### src/rtl/fetch_pkg.sv
// Shared types and constants for the instruction-fetch sequencer.
package fetch_pkg;

  // Fetch controller states; the numeric encoding is what appears on fetch_state.
  typedef enum logic [2:0] {
    BOOT   = 3'd0,
    FETCH  = 3'd1,
    WAIT   = 3'd2,
    STALL  = 3'd3,
    HALTED = 3'd4
  } fetch_state_t;

  // Sequential fetch stride (one 32-bit instruction word).
  localparam logic [63:0] PC_INC = 64'd4;

  // Width of the memory wait-state counter; holds IMEM_WAIT values 0..15.
  localparam int WAIT_W = 4;

  // Redirect target selection: register branch when use_reg is set, else PC-relative.
  function automatic logic [63:0] pick_target(input logic use_reg,
                                              input logic [63:0] br_target,
                                              input logic [63:0] reg_target);
    return use_reg ? reg_target : br_target;
  endfunction

endpackage

### src/rtl/address_adder.sv
// Plain wrapping adder used for PC arithmetic; the sum is taken modulo 2^W.
module address_adder #(
  parameter int W = 64
) (
  input  logic [W-1:0] a,
  input  logic [W-1:0] b,
  output logic [W-1:0] sum
);

  // Carry out is dropped so the address space wraps.
  assign sum = a + b;

endmodule

### src/rtl/sat_counter.sv
// Saturating up-counter for performance statistics; sticks at all-ones.
module sat_counter #(
  parameter int W = 32
) (
  input  logic         clk,
  input  logic         reset,
  input  logic         clr,
  input  logic         inc,
  output logic [W-1:0] count
);

  localparam logic [W-1:0] ONE = {{(W-1){1'b0}}, 1'b1};

  // Count enabled events; synchronous clear wins over increment, saturation blocks wrap.
  always_ff @(posedge clk or negedge reset) begin
    if (!reset) begin
      count <= '0;
    end else if (clr) begin
      count <= '0;
    end else if (inc && (count != {W{1'b1}})) begin
      count <= count + ONE;
    end
  end

endmodule

### src/rtl/fetch_sequencer.sv
// Instruction-fetch controller: chooses the next PC, gates IF/ID, issues flushes
// and inserts wait states for a multi-cycle instruction memory.
//
// Handshake: there is no valid/ready pair here. A fetch "completes" in the cycle
// the memory word is usable (FETCH with no wait states, or the last WAIT cycle).
// In that cycle pc_we/if_id_we fire together unless a redirect, halt or stall
// takes priority. Outputs are combinational from state and current inputs; the
// external PC register samples pc_next on the following rising edge.
module fetch_sequencer
  import fetch_pkg::*;
#(
  parameter int IMEM_WAIT = 0,
  parameter int CNT_W     = 32
) (
  input  logic             clk,
  input  logic             reset,
  input  logic [63:0]      pc_cur,
  input  logic             stall_req,
  input  logic             halt_req,
  input  logic             redirect,
  input  logic             redirect_reg,
  input  logic [63:0]      br_target,
  input  logic [63:0]      reg_target,
  output logic [63:0]      pc_next,
  output logic             pc_we,
  output logic             if_id_we,
  output logic             if_id_flush,
  output logic             id_ex_flush,
  output logic [2:0]       fetch_state,
  output logic [CNT_W-1:0] stall_cnt,
  output logic [CNT_W-1:0] redirect_cnt,
  output logic [CNT_W-1:0] instr_cnt
);

  localparam logic              HAS_WAIT  = (IMEM_WAIT != 0);
  localparam logic [WAIT_W-1:0] WAIT_LOAD = WAIT_W'(IMEM_WAIT);
  localparam logic [WAIT_W-1:0] WAIT_ONE  = {{(WAIT_W-1){1'b0}}, 1'b1};

  fetch_state_t      state;
  fetch_state_t      state_nx;
  logic [WAIT_W-1:0] wait_cnt;
  logic [WAIT_W-1:0] wait_nx;
  logic              complete;
  logic              active;
  logic [63:0]       pc_plus4;
  logic              inc_stall;
  logic              inc_redirect;
  logic              inc_instr;

  assign fetch_state = state;

  // Sequential PC goes through the shared address adder so it wraps at 2^64.
  address_adder #(.W(64)) u_pc_inc (
    .a   (pc_cur),
    .b   (PC_INC),
    .sum (pc_plus4)
  );

  // The current fetch word is usable this cycle.
  always_comb begin
    complete = ((state == FETCH) && !HAS_WAIT) ||
               ((state == WAIT) && (wait_cnt == WAIT_ONE));
    active   = (state == FETCH) || (state == WAIT) || (state == STALL);
  end

  // Next-state, PC selection and pipeline-control decision in priority order.
  always_comb begin
    state_nx     = state;
    wait_nx      = wait_cnt;
    pc_next      = pc_cur;
    pc_we        = 1'b0;
    if_id_we     = 1'b0;
    if_id_flush  = 1'b0;
    id_ex_flush  = 1'b0;
    inc_stall    = 1'b0;
    inc_redirect = 1'b0;
    inc_instr    = 1'b0;

    if (state == BOOT) begin
      // The PC register supplies its own reset value; just start fetching.
      state_nx = FETCH;
      wait_nx  = '0;
    end else if (active) begin
      if (redirect) begin
        // Taken branch wins over everything younger, including halt and stall.
        pc_next      = pick_target(redirect_reg, br_target, reg_target);
        pc_we        = 1'b1;
        if_id_flush  = 1'b1;
        id_ex_flush  = 1'b1;
        state_nx     = FETCH;
        wait_nx      = '0;
        inc_redirect = 1'b1;
      end else if (halt_req) begin
        state_nx = HALTED;
        wait_nx  = '0;
      end else if (stall_req && (complete || (state == STALL))) begin
        // PC is held, so the fetched word stays valid for the release cycle.
        state_nx  = STALL;
        wait_nx   = '0;
        inc_stall = 1'b1;
      end else if (complete || (state == STALL)) begin
        pc_next   = pc_plus4;
        pc_we     = 1'b1;
        if_id_we  = 1'b1;
        state_nx  = FETCH;
        wait_nx   = '0;
        inc_instr = 1'b1;
      end else if (state == FETCH) begin
        // Only reachable with wait states configured.
        state_nx = WAIT;
        wait_nx  = WAIT_LOAD;
      end else begin
        wait_nx = wait_cnt - WAIT_ONE;
      end
    end
    // HALTED: defaults hold everything at zero until reset.
  end

  // State and wait-counter registers.
  always_ff @(posedge clk or negedge reset) begin
    if (!reset) begin
      state    <= BOOT;
      wait_cnt <= '0;
    end else begin
      state    <= state_nx;
      wait_cnt <= wait_nx;
    end
  end

  sat_counter #(.W(CNT_W)) u_stall_cnt (
    .clk   (clk),
    .reset (reset),
    .clr   (1'b0),
    .inc   (inc_stall),
    .count (stall_cnt)
  );

  sat_counter #(.W(CNT_W)) u_redirect_cnt (
    .clk   (clk),
    .reset (reset),
    .clr   (1'b0),
    .inc   (inc_redirect),
    .count (redirect_cnt)
  );

  sat_counter #(.W(CNT_W)) u_instr_cnt (
    .clk   (clk),
    .reset (reset),
    .clr   (1'b0),
    .inc   (inc_instr),
    .count (instr_cnt)
  );

endmodule

### config.mk
export PLATFORM = sky130hd
export DESIGN_NAME = fetch_sequencer
export DESIGN_NICKNAME = d
export VERILOG_FILES = /design/src/rtl/fetch_pkg.sv /design/src/rtl/address_adder.sv /design/src/rtl/sat_counter.sv /design/src/rtl/fetch_sequencer.sv
export SDC_FILE = /design/constraint.sdc
export NUM_CORES = 1
export LEC_CHECK = 0
export BUFFER_PORTS_ARGS = -buffer_cell sky130_fd_sc_hd__buf_2
export CORE_MARGIN = 1
export CORE_UTILIZATION = 50
export DETAILED_ROUTE_END_ITERATION = 6
export GPL_ROUTABILITY_DRIVEN = 0
export GPL_TIMING_DRIVEN = 0
export PLACE_DENSITY = 0.75
export SETUP_SLACK_MARGIN = 0.02
export SLEW_MARGIN = 15
export SYNTH_ARGS = -nofsm -noshare
export SYNTH_HDL_FRONTEND = slang
export SYNTH_HIERARCHICAL = 1
export SYNTH_SLANG_ARGS = --single-unit
### constraint.sdc
create_clock -name clk -period 3.9 [get_ports clk]
set_input_delay 0.39 -clock clk [delete_from_list [all_inputs] [get_ports clk]]
set_output_delay 0.39 -clock clk [all_outputs]
set_load 0.02 [all_outputs]
# Yosys cells after proc, flatten, opt, wreduce, memory -nomap -nowiden
# Cells that the tools add are included.
[op_classes] n_addsub=5 eq_ne=7 mux=38 reduce_logical=13
[op_table] operator="$mux 64" n=7
[op_table] operator="$add 32x1->32 const B" n=3
[op_table] operator="$ne 32x32->1 const B" n=3
[op_table] operator="$add 64x3->64 const B" n=1
[op_table] operator="$mux 4" n=7
[op_table] operator="$mux 3" n=7
[op_table] operator="$mux 1" n=17
[op_table] operator="$eq 3x2->1 const B" n=2
[op_table] operator="$reduce_bool 6->1" n=1
[op_table] operator="$logic_and 1x1->1" n=5
[op_table] operator="$eq 4x1->1 const B" n=1
[op_table] operator="$logic_or 1x1->1" n=4
[op_table] operator="$sub 4x1->4 const B" n=1
[op_table] operator="$eq 3x1->1 const B" n=1
[op_table] operator="$logic_not 3->1" n=1
[op_table] operator="$reduce_and 2->1" n=1
[op_table] operator="$reduce_bool 2->1" n=1
[word_totals] register_bits=103 in_bits=198 word_cells=68

# Longest topological paths before layout
[logic_depth] word_depth=11 mapped_depth=13

# By module
# Netlist, hierarchy kept.
[by_module_without_submodules] mod="address_adder" n_inst=1 cells_per_inst=579 area_per_inst_um2=3902.5 seq_area_each_um2=0.0
[by_module_without_submodules] mod="fetch_sequencer" n_inst=1 cells_per_inst=275 area_per_inst_um2=2174.6 seq_area_each_um2=175.2
[by_module_without_submodules] mod="sat_counter at u_instr_cnt" n_inst=1 cells_per_inst=198 area_per_inst_um2=1854.3 seq_area_each_um2=800.8
[by_module_without_submodules] mod="sat_counter at u_stall_cnt" n_inst=1 cells_per_inst=191 area_per_inst_um2=1831.8 seq_area_each_um2=800.8
[by_module_without_submodules] mod="sat_counter at u_redirect_cnt" n_inst=1 cells_per_inst=194 area_per_inst_um2=1810.5 seq_area_each_um2=800.8

# Worst setup path after synthesis
# Ideal clock, no wire load.
[synth_timing] kind="in2out" startpoint="in pc_cur[10]" endpoint="out pc_next[54]" arrival_time_ns=2.761 t_required_ns=3.510 slack_ns=0.749 stages=11 n_path_buf=0 cell_sequence="ha_1 > o21ai_0 > nand2_1 > a41oi_2 > a21oi_2 > a41o_1 > o31a_4 > a21boi_1 > o21ai_1 > xor2_1 > a221o_1"
[synth_via] elab_chain_len=7
[synth_rtl] item="start, declared" line="fetch_sequencer.sv:17" rtl="input logic [63:0] pc_cur,"
[synth_rtl] item="$add 64x3->64" line="address_adder.sv:11" rtl="assign sum = a + b;"
[synth_rtl] item="via pc_plus4[54]" line="fetch_sequencer.sv:45" rtl="logic [63:0] pc_plus4;"
[synth_rtl] item="$mux 64" line="fetch_sequencer.sv:101" rtl="end else if (complete || (state == STALL)) begin"
[synth_rtl] item="$mux 64" line="fetch_sequencer.sv:96" rtl="end else if (stall_req && (complete || (state == STALL))) begin"
[synth_rtl] item="$mux 64" line="fetch_sequencer.sv:93" rtl="end else if (halt_req) begin"
[synth_rtl] item="$mux 64" line="fetch_sequencer.sv:84" rtl="if (redirect) begin"
[synth_rtl] item="$mux 64" line="fetch_sequencer.sv:83" rtl="end else if (active) begin"
[synth_rtl] item="$mux 64" line="fetch_sequencer.sv:79" rtl="if (state == BOOT) begin"
[synth_rtl] item="end, declared" line="fetch_sequencer.sv:24" rtl="output logic [63:0] pc_next,"
# The timed path passes the listed nets, and every way through them passes these cells.

# Worst setup path in the final report
[layout_timing] startpoint="in pc_cur[4]" endpoint="out pc_next[63]"
# The elaborated chain is that of the path after synthesis.

==> impl_metrics.tcl <==
set metrics [dict create \
    cpMostUsedCell "buf_2" \
    hold_violations 0 \
    clkPwrFrac 0.284 \
    fmax_mhz 265 \
    fp.dieH_microns 154 \
    synth.cell_area_sq_mm 0.0116 \
    overflow 0 \
    synthArstFlopShare 1.00 \
    via_per_inst 5.92 \
    worstPathArrival_ns 3.39 \
    syn_inst 1437 \
    synth-seq-cells 103 \
    status "finished clean" \
    cp-end-kind "output port" \
    critPathKind "primary input to output port" \
    post_dp_cell_area_sq_mm 0.0141 \
    first_pass_iters 5 \
    crit_path_max_incr_delay_ns 0.39 \
    combPwrFrac 0.371 \
    drive_above_1_share 0.258 \
    synth_area_leaders "dfrtp_1 22%, ha_1 7.4%, mux2i_1 5.9%" \
    clock_latency_ns 0.35 \
    setup_tns_ns 0 \
    grt_pass1_vias 12100 \
    crit_path_max_fanout 5 \
    synth_cell_types 96 \
    critPathTopFamily "compound AO/OA/AOI/OAI gates" \
    seq_power_share 0.345 \
    slew_headroom 0.331 \
    leakage_uw 0.00703 \
    dp_hpwl_microns 30500 \
    layout_min_cycle_time_ns 3.78 \
    critPathBufInv 2 \
    min_path_type "primary input to flip-flop" \
    clockRootBuffer "clkbuf_16" \
    rsz0062_at_grt "no" \
    wire_per_inst_microns 17.7 \
    timing.final.crit_share 0.969 \
    drc 0 \
    start_util 0.511 \
    crit_slowest_cell "a221o_1" \
    fillCellCount 2063 \
    ios 365 \
    synth_top_cell_area_share 0.223 \
    vias 13000 \
    grt_pass1_wl_microns 61500 \
    synth_enable_flop_cells 0 \
    final_cell_area_sq_mm 0.0144 \
    vdd_drop_max_mv 0.234 \
    synth_flop_cell "dfrtp_1" \
    power.density_mw_per_mm2 223 \
    slew_viol_final 0 \
    cts_buffer_depth 2 \
    drv_cap 0 \
    routed_wl_microns 38800 \
    regArea_sq_mm 0.00258 \
    port_buffers 363 \
    rows 55 \
    p_sw_uw 1180 \
    ant_nets 0 \
    crit_required_ns 3.51 \
    grt_antenna_before_repair 8 \
    worst_slew_pin_slew_ns 1.00 \
    grtUsageTotal 0.319 \
    cts_tree "done" \
    fin_nets 2157 \
    yosys.area.top_type "dfrtp_1" \
    cts_sinks 103 \
    finClkSkew_ns 0.0103 \
    start_kind "primary input" \
    multi_input_area_sq_mm 0.00868 \
    p_int_uw 2030 \
    core_sq_mm 0.0226 \
    die-area_sq_mm 0.0238 \
    swShare 0.367 \
    avgSynthCellArea_sq_um 8.05 \
    crit_chain "buf_2 -> ha_1 -> a31o_1 -> o211ai_1 -> a21oi_2 -> o31ai_4 -> a31oi_1 -> o21a_1 -> a41oi_1 -> xnor2_1 -> a221o_1 -> buf_2" \
    clk_pin_slew_ns 0.07 \
    first_iter_violations 772 \
    cts_made_buffers 9 \
    post_cts_buffers 0 \
    grt_start_max_net_pins 82 \
    final-setup-viol-count 0 \
    synth_warnings 6 \
    area_growth_pct 24.6 \
    die_w_microns 154 \
    ys_seq_area_frac 0.223 \
    h-tree-depth 3 \
]
## registers in the layout (all words and copies together) (netlist names)
| register | flops |
|---|---|
| u_redirect_cnt/count | 32 |
| fetch_state | 3 |
| u_instr_cnt/count | 32 |
| u_stall_cnt/count | 32 |
| wait_cnt | 4 |
## logic make-up after synthesis
logic type / after synthesis / share of synthesized area
mux: 76 / 0.0669
buf+inv: 129 / 0.0543
flops: 103 / 0.223
simple gates: 536 / 0.244
compound gates: 426 / 0.263
other cells: 2 / 0.000649
fa+ha+maj: 69 / 0.0752
xor+xnor: 96 / 0.0726
## path summary, 6_finish.rpt
| check | to | slack (ns) | startpoint | depth (start not counted) |
|---|---|---|---|---|
| max in group asynchronous | u_redirect_cnt/count[24] | 2.74 | reset | 3 |
| max | pc_next[63] | 0.12 | pc_cur[4] | 12 |
| min in group asynchronous | u_instr_cnt/count[16] | 0.46 | reset | 2 |
| min | fetch_state[0] | 0.33 | halt_req | 2 |
| min reg2reg | wait_cnt[1] | 0.55 | wait_cnt[1] | 2 |
| max reg2reg | u_instr_cnt/count[31] | 0.69 | wait_cnt[1] | 12 |
## cell usage after synthesis, types with 18 or more instances
master	n
dfrtp_1	103
nor3_1	18
a21oi_1	125
clkbuf_1	33
ha_1	68
nor2b_1	18
nand3_1	43
nand4_1	48
xnor2_1	55
a21o_1	29
and3_1	27
a221o_1	65
or3_1	31
nor2_1	157
inv_1	46
nand2_1	103
o21ai_0	71
xor2_1	41
mux2i_1	68
## cells in the final DEF, fill, tap and decap left out, types with 16 or more instances in the layout
cell type and n:
inv_1 46, clkbuf_1 33, nand2_1 103, nor2_1 157, or4_1 16, mux2i_1 68, nor3_1 17, a21oi_1 124
a221o_1 65, xnor2_1 55, buf_2 379, or3_1 31, nand4_1 48, nand3_1 43, o21ai_0 70, dfrtp_1 103
conb_1 79, and3_1 27, xor2_1 41, o21bai_1 17, a21o_1 29, ha_1 68, nor2b_1 17
## per-layer routing
metal / global-route usage / vias to the layer above / routed length (microns)
met4: 0.166 / 2 / 1880
met5: 0 / - / 13
met1: 0.389 / 6064 / 15800
li1: - / 6243 / -
met3: 0.0502 / 110 / 2720
met2: 0.541 / 539 / 18400
## final cells by class
class / instances / share of cell area
multi-input combinational: 1282 / 0.602
sequential: 103 / 0.179
timing repair buffer: 365 / 0.129
buffer: 81 / 0.0310
tap: 285 / 0.0247
clock buffer: 10 / 0.0166
inverter: 48 / 0.0125
clock inverter: 6 / 0.00425
antenna: 8 / 0.00139
## power by group through the flow
stage / sequential, uW / combinational [uW] / clock [uW]
after floorplan: 1130 / 779 / 0
after global placement: 1130 / 1100 / 0
after detailed placement: 1130 / 1120 / 0
after CTS: 1110 / 1120 / 927
after global routing: 1110 / 1310 / 973
final: 1110 / 1190 / 911
## timing repair
action	CTS	global route
setup endpoints to repair	0	6
gates resized for setup	0	6
endpoints found under the hold margin	22	0
hold buffers	1	0
## metrics by stage
| step | util | hold WS [ns] | total power (uW) | setup WS [ns] | std cells |
|---|---|---|---|---|---|
| floorplan | - | 0.0944 | 1910 | 0.749 | 1514 |
| global placement | 0.620 | 0.511 | 2230 | 0.0786 | 2162 |
| detailed placement | 0.621 | 0.264 | 2240 | 0.0807 | 2163 |
| CTS | 0.635 | 0.321 | 3160 | 0.0678 | 2180 |
| global route | 0.637 | 0.329 | 3390 | 0.0252 | 2187 |
| finish | 0.637 | 0.331 | 3210 | 0.120 | 2188 |
Power figures use the tool's default switching activity.
